===== src/rtl/fpgame_video_pkg.sv =====
// Shared video constants and types for the PPU scanout path: default 640x480@60
// timing, palette word layout and the RGB / sync bundle types.
package fpgame_video_pkg;

    localparam int DEF_H_ACTIVE = 640;
    localparam int DEF_H_FP     = 16;
    localparam int DEF_H_SYNC   = 96;
    localparam int DEF_H_BP     = 48;
    localparam int DEF_V_ACTIVE = 480;
    localparam int DEF_V_FP     = 10;
    localparam int DEF_V_SYNC   = 2;
    localparam int DEF_V_BP     = 33;

    localparam int H_TOTAL = DEF_H_ACTIVE + DEF_H_FP + DEF_H_SYNC + DEF_H_BP;
    localparam int V_TOTAL = DEF_V_ACTIVE + DEF_V_FP + DEF_V_SYNC + DEF_V_BP;

    localparam int PAL_R_LSB = 16;
    localparam int PAL_G_LSB = 8;
    localparam int PAL_B_LSB = 0;

    // Counter -> pins: row RAM read, palette RAM read, output register.
    localparam int SCANOUT_LAT = 3;

    typedef struct packed {
        logic [7:0] r;
        logic [7:0] g;
        logic [7:0] b;
    } rgb_t;

    typedef struct packed {
        logic de;
        logic hs;
        logic vs;
    } sync_t;

    localparam sync_t SYNC_IDLE = '{de: 1'b0, hs: 1'b1, vs: 1'b1};

    function automatic rgb_t pal_to_rgb(input logic [31:0] w);
        rgb_t c;
        c.r = w[PAL_R_LSB +: 8];
        c.g = w[PAL_G_LSB +: 8];
        c.b = w[PAL_B_LSB +: 8];
        return c;
    endfunction

endpackage


===== src/rtl/video_timing.sv =====
// Raster counters for the scanout path: undelayed active/sync flags, the row
// hand-off strobe to the renderer and the frame-start strobe.
module video_timing
    import fpgame_video_pkg::*;
#(
    parameter int H_ACTIVE = DEF_H_ACTIVE,
    parameter int H_FP     = DEF_H_FP,
    parameter int H_SYNC   = DEF_H_SYNC,
    parameter int H_BP     = DEF_H_BP,
    parameter int V_ACTIVE = DEF_V_ACTIVE,
    parameter int V_FP     = DEF_V_FP,
    parameter int V_SYNC   = DEF_V_SYNC,
    parameter int V_BP     = DEF_V_BP
) (
    input  logic       clk,
    input  logic       rst_n,
    output logic [9:0] h_next_o,
    output logic       active_o,
    output logic       hsync_raw_o,
    output logic       vsync_raw_o,
    output logic       line_req_o,
    output logic [7:0] line_num_o,
    output logic       frame_start_o
);

    localparam int H_TOT = H_ACTIVE + H_FP + H_SYNC + H_BP;
    localparam int V_TOT = V_ACTIVE + V_FP + V_SYNC + V_BP;

    localparam logic [9:0] H_LAST  = 10'(H_TOT - 1);
    localparam logic [9:0] V_LAST  = 10'(V_TOT - 1);
    localparam logic [9:0] H_ACT   = 10'(H_ACTIVE);
    localparam logic [9:0] V_ACT   = 10'(V_ACTIVE);
    localparam logic [9:0] V_LVIS  = 10'(V_ACTIVE - 1);
    localparam logic [9:0] H_SS    = 10'(H_ACTIVE + H_FP);
    localparam logic [9:0] H_SE    = 10'(H_ACTIVE + H_FP + H_SYNC);
    localparam logic [9:0] V_SS    = 10'(V_ACTIVE + V_FP);
    localparam logic [9:0] V_SE    = 10'(V_ACTIVE + V_FP + V_SYNC);

    logic [9:0] h_q, h_d, v_q, v_d;
    logic       req_q, req_d;
    logic [7:0] num_q, num_d;
    logic       fs_q, fs_d;

    always_comb begin
        h_d = h_q + 10'd1;
        v_d = v_q;
        if (h_q == H_LAST) begin
            h_d = '0;
            v_d = (v_q == V_LAST) ? '0 : v_q + 10'd1;
        end
    end

    // Strobe is decoded from the next counter value so that the registered
    // pulse and its line_num land in the cycle where h_cnt == H_ACTIVE.
    always_comb begin
        req_d = (h_d == H_ACT) &&
                ((v_d[0] && (v_d < V_LVIS)) || (v_d == V_LAST));
        num_d = num_q;
        if (req_d) begin
            num_d = (v_d == V_LAST) ? 8'd0 : v_d[8:1] + 8'd1;
        end
        fs_d = (h_q == '0) && (v_q == '0);
    end

    always_ff @(posedge clk or negedge rst_n) begin
        if (!rst_n) begin
            h_q   <= '0;
            v_q   <= '0;
            req_q <= 1'b0;
            num_q <= '0;
            fs_q  <= 1'b0;
        end else begin
            h_q   <= h_d;
            v_q   <= v_d;
            req_q <= req_d;
            num_q <= num_d;
            fs_q  <= fs_d;
        end
    end

    assign h_next_o      = h_d;
    assign active_o      = (h_q < H_ACT) && (v_q < V_ACT);
    assign hsync_raw_o   = !((h_q >= H_SS) && (h_q < H_SE));
    assign vsync_raw_o   = !((v_q >= V_SS) && (v_q < V_SE));
    assign line_req_o    = req_q;
    assign line_num_o    = num_q;
    assign frame_start_o = fs_q;

endmodule


===== src/rtl/video_scanout.sv =====
// Row RAM / palette RAM reader: fetches each source pixel twice per line,
// resolves it through the palette and drives registered RGB, sync and DE.
module video_scanout
    import fpgame_video_pkg::*;
#(
    parameter int H_ACTIVE = DEF_H_ACTIVE,
    parameter int H_FP     = DEF_H_FP,
    parameter int H_SYNC   = DEF_H_SYNC,
    parameter int H_BP     = DEF_H_BP,
    parameter int V_ACTIVE = DEF_V_ACTIVE,
    parameter int V_FP     = DEF_V_FP,
    parameter int V_SYNC   = DEF_V_SYNC,
    parameter int V_BP     = DEF_V_BP
) (
    input  logic        clk,
    input  logic        rst_n,
    output logic [8:0]  rram_rdaddr,
    input  logic [9:0]  rram_rddata,
    output logic [9:0]  pram_rdaddr,
    input  logic [31:0] pram_rddata,
    output logic [7:0]  vid_r,
    output logic [7:0]  vid_g,
    output logic [7:0]  vid_b,
    output logic        vid_hsync,
    output logic        vid_vsync,
    output logic        vid_de,
    output logic        line_req,
    output logic [7:0]  line_num,
    output logic        frame_start
);

    logic [9:0] h_next;
    logic       active, hs_raw, vs_raw;

    video_timing #(
        .H_ACTIVE(H_ACTIVE), .H_FP(H_FP), .H_SYNC(H_SYNC), .H_BP(H_BP),
        .V_ACTIVE(V_ACTIVE), .V_FP(V_FP), .V_SYNC(V_SYNC), .V_BP(V_BP)
    ) u_timing (
        .clk          (clk),
        .rst_n        (rst_n),
        .h_next_o     (h_next),
        .active_o     (active),
        .hsync_raw_o  (hs_raw),
        .vsync_raw_o  (vs_raw),
        .line_req_o   (line_req),
        .line_num_o   (line_num),
        .frame_start_o(frame_start)
    );

    logic [8:0]                  rdaddr_q, rdaddr_d;
    sync_t                       raw;
    sync_t [SCANOUT_LAT-1:0]     pipe_q, pipe_d;
    rgb_t                        rgb_q, rgb_d;
    logic                        unused_alpha;

    // Address tracks the counter so it is valid in the same cycle; h/2 gives
    // the horizontal pixel doubling.
    assign rdaddr_d = (h_next < 10'(H_ACTIVE)) ? h_next[9:1] : '0;

    assign raw    = '{de: active, hs: hs_raw, vs: vs_raw};
    assign pipe_d = {pipe_q[SCANOUT_LAT-2:0], raw};

    // Stage SCANOUT_LAT-2 is the flag for the pixel whose palette word is on
    // pram_rddata right now.
    assign rgb_d = pipe_q[SCANOUT_LAT-2].de ? pal_to_rgb(pram_rddata) : '0;

    assign unused_alpha = ^pram_rddata[31:24];

    always_ff @(posedge clk or negedge rst_n) begin
        if (!rst_n) begin
            rdaddr_q <= '0;
            pipe_q   <= {SCANOUT_LAT{SYNC_IDLE}};
            rgb_q    <= '0;
        end else begin
            rdaddr_q <= rdaddr_d;
            pipe_q   <= pipe_d;
            rgb_q    <= rgb_d;
        end
    end

    assign rram_rdaddr = rdaddr_q;
    assign pram_rdaddr = rram_rddata;
    assign vid_r       = rgb_q.r;
    assign vid_g       = rgb_q.g;
    assign vid_b       = rgb_q.b;
    assign vid_de      = pipe_q[SCANOUT_LAT-1].de;
    assign vid_hsync   = pipe_q[SCANOUT_LAT-1].hs;
    assign vid_vsync   = pipe_q[SCANOUT_LAT-1].vs;

endmodule


===== config.mk =====
export PLATFORM = sky130hd
export DESIGN_NAME = video_scanout
export DESIGN_NICKNAME = d
export VERILOG_FILES = /design/src/rtl/fpgame_video_pkg.sv /design/src/rtl/video_timing.sv /design/src/rtl/video_scanout.sv
export SDC_FILE = /design/constraint.sdc
export NUM_CORES = 1
export LEC_CHECK = 0
export BUFFER_PORTS_ARGS = -buffer_cell sky130_fd_sc_hd__buf_2
export CORE_MARGIN = 2
export CORE_UTILIZATION = 55
export CTS_CLUSTER_DIAMETER = 30
export DETAILED_ROUTE_END_ITERATION = 12
export PLACE_DENSITY = 0.85
export SKIP_LAST_GASP = 1
export SLEW_MARGIN = 20
export SYNTH_ARGS = -nofsm -noshare
export SYNTH_HDL_FRONTEND = slang
export SYNTH_SLANG_ARGS = --single-unit

===== constraint.sdc =====
create_clock -name clk -period 6.9 [get_ports clk]
set_input_delay 0.69 -clock clk [delete_from_list [all_inputs] [get_ports clk]]
set_output_delay 0.69 -clock clk [all_outputs]
set_load 0.02 [all_outputs]

---- Word-level counts from Yosys, hierarchy flattened ----
Cells that the tools add are included.
word-level totals
  word-level logic and storage cells ...... 50
  output and inout bits ................... 56
  input port bits ......................... 44
  flip-flop bits (word level) ............. 72
operators by class
  muxes and demuxes ....................... 6
  eq/ne operators ......................... 4
  reduce and logical (&&, ||, !) cells .... 11
  add/subtract/negate cells ............... 3
  magnitude comparators ................... 8
operator list
  cell                                                                                  number
  10-bit equality test, second input constant                                           4
  10-bit < comparator, second input constant                                            3
  10-bit by 9-bit < comparator with 1-bit output, second input constant                 3
  10-bit two-way mux                                                                    3
  24-bit two-way mux                                                                    1
  10-bit by 1-bit adder with 10-bit output, second input constant                       2
  10-bit logical NOT                                                                    2
  10-bit greater-or-equal comparator, second input constant                             1
  10-bit by 9-bit greater-or-equal comparator with 1-bit output, second input constant  1
  9-bit two-way mux                                                                     1
  8-bit by 1-bit adder with 8-bit output, second input constant                         1
  8-bit two-way mux                                                                     1
  1-bit logical AND                                                                     6
  1-bit logical NOT                                                                     2
  1-bit logical OR                                                                      1

---- Logic depth before layout (Yosys ltp) ----
  depth after elaboration ................. 7
  gate-level depth with buffers ........... 13
  mapped depth without buffers ............ 12

---- Hierarchy ----
From an unflattened synthesis, not the netlist that was laid out.
unflattened totals
  cells, all modules ...................... 292
  area total of the unflattened synthesis .. 3442.1 um2
by module, submodules not included
  module         seq. area each (um2)  area an instance (um2)  instances  cells an instance
  video_timing   750.7                 2047.0                  1          204
  video_scanout  1058.5                1395.1                  1          88

---- Least setup slack after synthesis ----
Ideal clock, no wire load.
  path type ............................... register to register
  start ................................... register u_timing.h_q[7]
  end ..................................... register u_timing.num_q[3], in the netlist u_timing.line_num_o[3]
  arrival ................................. 3.060 ns
  stages on the path, launching flop included .. 12
  required time ........................... 6.775 ns
  clock period less this slack ............ 3.185 ns
  setup time .............................. 0.125 ns
  path buffers ............................ 3
  setup slack ............................. 3.715 ns
  path through ............................ dfrtp_1 buf_6 or4b_1 buf_2 or3_4 or3_1 xor2_1 inv_1 nor4_1 a32o_1 buf_6 mux2_4
between the ends
  cells in the longest elaborated chain, start to end .. 6
  elaborated cells on any way between the ends .. 12
  those cells by class .................... 2 x add/sub; 1 x order compare; 3 x eq/ne; 3 x mux; 3 x reduce/logical
ends and longest elaborated chain
  element                                         line                RTL
  from (decl)                                     video_timing.sv:39  logic [9:0] h_q, h_d, v_q, v_d;
  from (signal assigned)                          video_timing.sv:67  h_q <= '0;
  from (signal assigned)                          video_timing.sv:73  h_q <= h_d;
  10-bit equality test (*)                        video_timing.sv:47  if (h_q == H_LAST) begin
  10-bit two-way mux (*)                          video_timing.sv:47
  named net u_timing.v_d[7]                       video_timing.sv:39
  10-bit by 9-bit < comparator with 1-bit output  video_timing.sv:57  ((v_d[0] && (v_d < V_LVIS)) || (v_d == V_LAST));
  1-bit logical AND                               video_timing.sv:57
  1-bit logical OR (*)                            video_timing.sv:57
  1-bit logical AND (*)                           video_timing.sv:56  req_d = (h_d == H_ACT) &&
  named net u_timing.req_d                        video_timing.sv:40  logic req_q, req_d;
  to (signal assigned)                            video_timing.sv:76  num_q <= num_d;
  to (decl)                                       video_timing.sv:41  logic [7:0] num_q, num_d;
Mark *: on every way through the listed nets, which the timed path passes. The rest lies on a longest branch.
A chain may end at the register's enable or synchronous reset.

---- Final worst setup path ----
  start ................................... register u_timing.h_q[7]
  end ..................................... register u_timing.num_q[4], in the netlist u_timing.line_num_o[4]
between the ends
  cells in the longest elaborated chain, start to end .. 6
  elaborated cells on any way between the ends .. 12
  those cells by class .................... 2 x add/sub; 1 x order compare; 3 x eq/ne; 3 x mux; 3 x reduce/logical
ends and longest elaborated chain
  element                                         line
  10-bit equality test (*)                        video_timing.sv:47
  10-bit two-way mux (*)                          video_timing.sv:47
  named net u_timing.v_d[7]                       video_timing.sv:39
  10-bit by 9-bit < comparator with 1-bit output  video_timing.sv:57
  1-bit logical AND                               video_timing.sv:57
  1-bit logical OR                                video_timing.sv:57
  1-bit logical AND                               video_timing.sv:56
Marked as above.

==> summary.md <==
| Metric | Value |
|---|---|
| Synth unique cells | 46 |
| Nets | 408 |
| Worst setup slack after placement | 3180 ps |
| Violation count after the first detailed-route iteration | roughly 160 |
| Routed wire length | 6.54 mm |
| Total GRT Usage | 21.0% |
| Die height | 81.2 um |
| Core area | 5850 um2 |
| Crit path largest cell delay | slightly below 700 ps |
| Synthesized instance count | about 300 |
| Sink Count | 72 |
| Clock latency on the worst-skew pair | about 340 ps |
| Mapped cell area | 3280 um2 |
| RSZ-0062 raised after global routing | false |
| Fin worst setup slack | 3130 ps |
| H-tree depth | 3 |
| Layout area overhead | 14.5% |
| Port buffer count | 71 |
| Status | complete, no violations |
| Clock transition at path regs | 80 ps |
| Number of hold buffers added after cts | 0 |
| Post-synthesis net count | 353 |
| Worst Setup End Kind | register |
| Worst path cell trace | or4b_1 > or3_4 > or3_1 > xor2_1 > inv_1 > nor4_1 > a32o_1 > mux2_4 |
| Slew headroom | 42.8% |
| Vias in the first global route | 2268 |
| Final Hold Viols | 0 |
| DRT antenna net count | 0 |
| Syn avg cell area | 10.8 um2 |
| Routed via count | around 2400 |
| Met3 WL | between 500 and 600 um |
| Share of layout cells above drive strength 1 | 28.1% |
| ANT cells | 0 |
| Worst setup path class | reg -> reg |
| # fillers | 451 |
| Most common cell after layout, fill and taps aside | buf_2 |
| Row cnt | 28 |
| VDD IR max | 0.108 mV |
| Congestion Overflow GR | 0 |
| Cell taking the most area after synthesis | dfrtp_1 |
| Die width | 81.2 um |
| Pre-antenna DRT Iters | 5 |
| Worst-Margin Slew | about 860 ps |
| GPL Wtd Cong | ~0.91 |
| Area contributors post-synth | dfrtp_1, and2_1, dfstp_2 |
| Min cycle time layout | 3770 ps |
| Critical Path RT | 7130 ps |
| Maximum fanout along the worst path | 13 |
| Seq/Total Area, Yosys | 55.1% |
| Routed length on met1 | 2.71 mm |
| Top cell type's share of synthesized area | 50.3% |
| Crit start category | register |
| Longest Clk Path Bufs | 2 |
| Initial Utilization | between 50% and 60% |
| Worst hold slack | 357 ps |
| Post-CTS Resized | 0 |
| Area of the multi-input gates | 1240 um2 |
| Post-CTS setup buffer count | 0 |
| First-pass GRT wire length | around 10 mm |
| Met2 WL | 3.07 mm |
| CTS Buf Count | 9 |
| Wire length per cell | 14.9 um |
| Fin util | 64.2% |
| Max Clk Rate | 0.265 GHz |
| Final Cycle Share | 54.7% |
| Critical path arrival | 4000 ps |
| Power Density | between 200 and 250 nW/um2 |
| Drt drc | 0 |
| Pleak | around 1.8 nW |
| Setup TNS | 0 ps |
| CP bufs+invs | 1 |
| Synth warn | 0 |
| Register area | 1810 um2 |
| Max cap viols | 0 |
| Largest net degree at the start of global routing | 73 |
| Slowest CP cell | or4b_1 |
| Io pins | 100 |
| Skew final | 8.02 ps |
| Number of vias per cell | 5.56 |
| Root Driver | clkbuf_8 |
| PnR Total Power | 768 uW |
| CP top delay family | simple AND/OR/NAND/NOR gates |
| Detailed placer's ending HPWL | 4.60 mm |
| Setup Viol. Count Final | 0 |
| Max layer used | met4 |
| Final Max Slew Viols | 0 |
| Commonest cells after routing, fill and taps aside | buf_2, dfrtp_1, and2_1 |
| Initial antenna violation count | 0 |
| CTS tree | yes |
| DIE AREA | 6600 um2 |
| Hold Crit Class | reg -> reg |
| Post-synthesis register bit count | 72 |
## where the power goes
| part | switching [mW] | total, mW | internal [mW] | leakage [nW] |
|---|---|---|---|---|
| Combinational | 0.0233 | 0.0370 | 0.0137 | 0.856 |
| Clock | 0.149 | 0.300 | 0.151 | 0.0967 |
| Sequential | 0.00164 | 0.431 | 0.429 | 0.890 |
| Total | 0.174 | 0.768 | 0.594 | 1.84 |
## sequential cells by signal (all words and copies together) (netlist names)
name / count
pipe_d: 6
u_timing.v_q: 10
u_timing.h_q: 10
rram_rdaddr: 9
u_timing.line_req_o: 1
vid_de: 1
vid_vsync: 1
u_timing.frame_start_o: 1
vid_r: 8
vid_hsync: 1
vid_g: 8
u_timing.line_num_o: 8
vid_b: 8
## cell families after synthesis
family	share of synthesized area, %
DFF	55.1
and+or+nand+nor	20.9
AOI/OAI and AO/OA	6.90
xor gates and xnor gates	5.34
adders and majority gates	2.29
muxes	2.29
buffers and inverters	7.17
## stage by stage
stage	std cells	area, um2
global placement	422	3570
CTS	438	3760
finish	438	3760
global route	438	3760
detailed placement	422	3570
floorplan	303	3280
## cells in the mapped netlist, drive strengths merged
cell / count
dfrtp: 66
o31ai: 1
nand4: 8
a31oi: 1
o21ai: 9
a211o: 1
mux2: 3
xor2: 10
nand3b: 1
inv: 17
or4b: 1
and4b: 1
nand2: 17
or3: 4
nor2: 16
o2111ai: 2
and2: 27
nand2b: 1
dfstp: 6
nor4b: 2
a211oi: 1
nor3: 10
o2bb2ai: 2
and4: 2
or2: 2
o21a: 2
nor2b: 3
buf: 15
ha: 6
a21oi: 4
o211a: 1
nor4: 7
o22ai: 2
o221ai: 2
xnor2: 10
mux2i: 3
a21boi: 2
and3: 6
a32o: 2
clkbuf: 14
nand3: 13
## path summary, 6_finish.rpt
path | slack, ps | to | depth (start not counted) | start
max in group asynchronous | 5800 | u_timing.v_q[6]$_DFF_PN0_ | 2 | rst_n
min | 360 | pipe_d[8]$_DFF_PN0_ | 0 | pipe_d[5]$_DFF_PN0_
max reg2reg | 3130 | u_timing.line_num_o[4]$_DFFE_PN0P_ | 8 | u_timing.h_q[7]$_DFF_PN0_
max | 3130 | u_timing.line_num_o[4]$_DFFE_PN0P_ | 8 | u_timing.h_q[7]$_DFF_PN0_
min reg2reg | 360 | pipe_d[8]$_DFF_PN0_ | 0 | pipe_d[5]$_DFF_PN0_
min in group asynchronous | 550 | vid_b[2]$_DFF_PN0_ | 2 | rst_n
## final cells by class
type,count,share of cell area (%)
flip-flops and latches,72,48.2
multi-input cells,185,32.9
repair buffers,73,9.86
clock buffers,12,4.13
well taps,75,2.50
inverters,17,1.70
clock inverters,4,0.733
## metal layers
metal / global-route usage, % / up-vias
li1: - / 1137
met1: 25.9 / 1151
met2: 33.2 / 122
met3: 4.78 / 25
met4: 13.2 / 0
met5: 0 / -
Note: power is estimated with default switching activity, not from simulation.
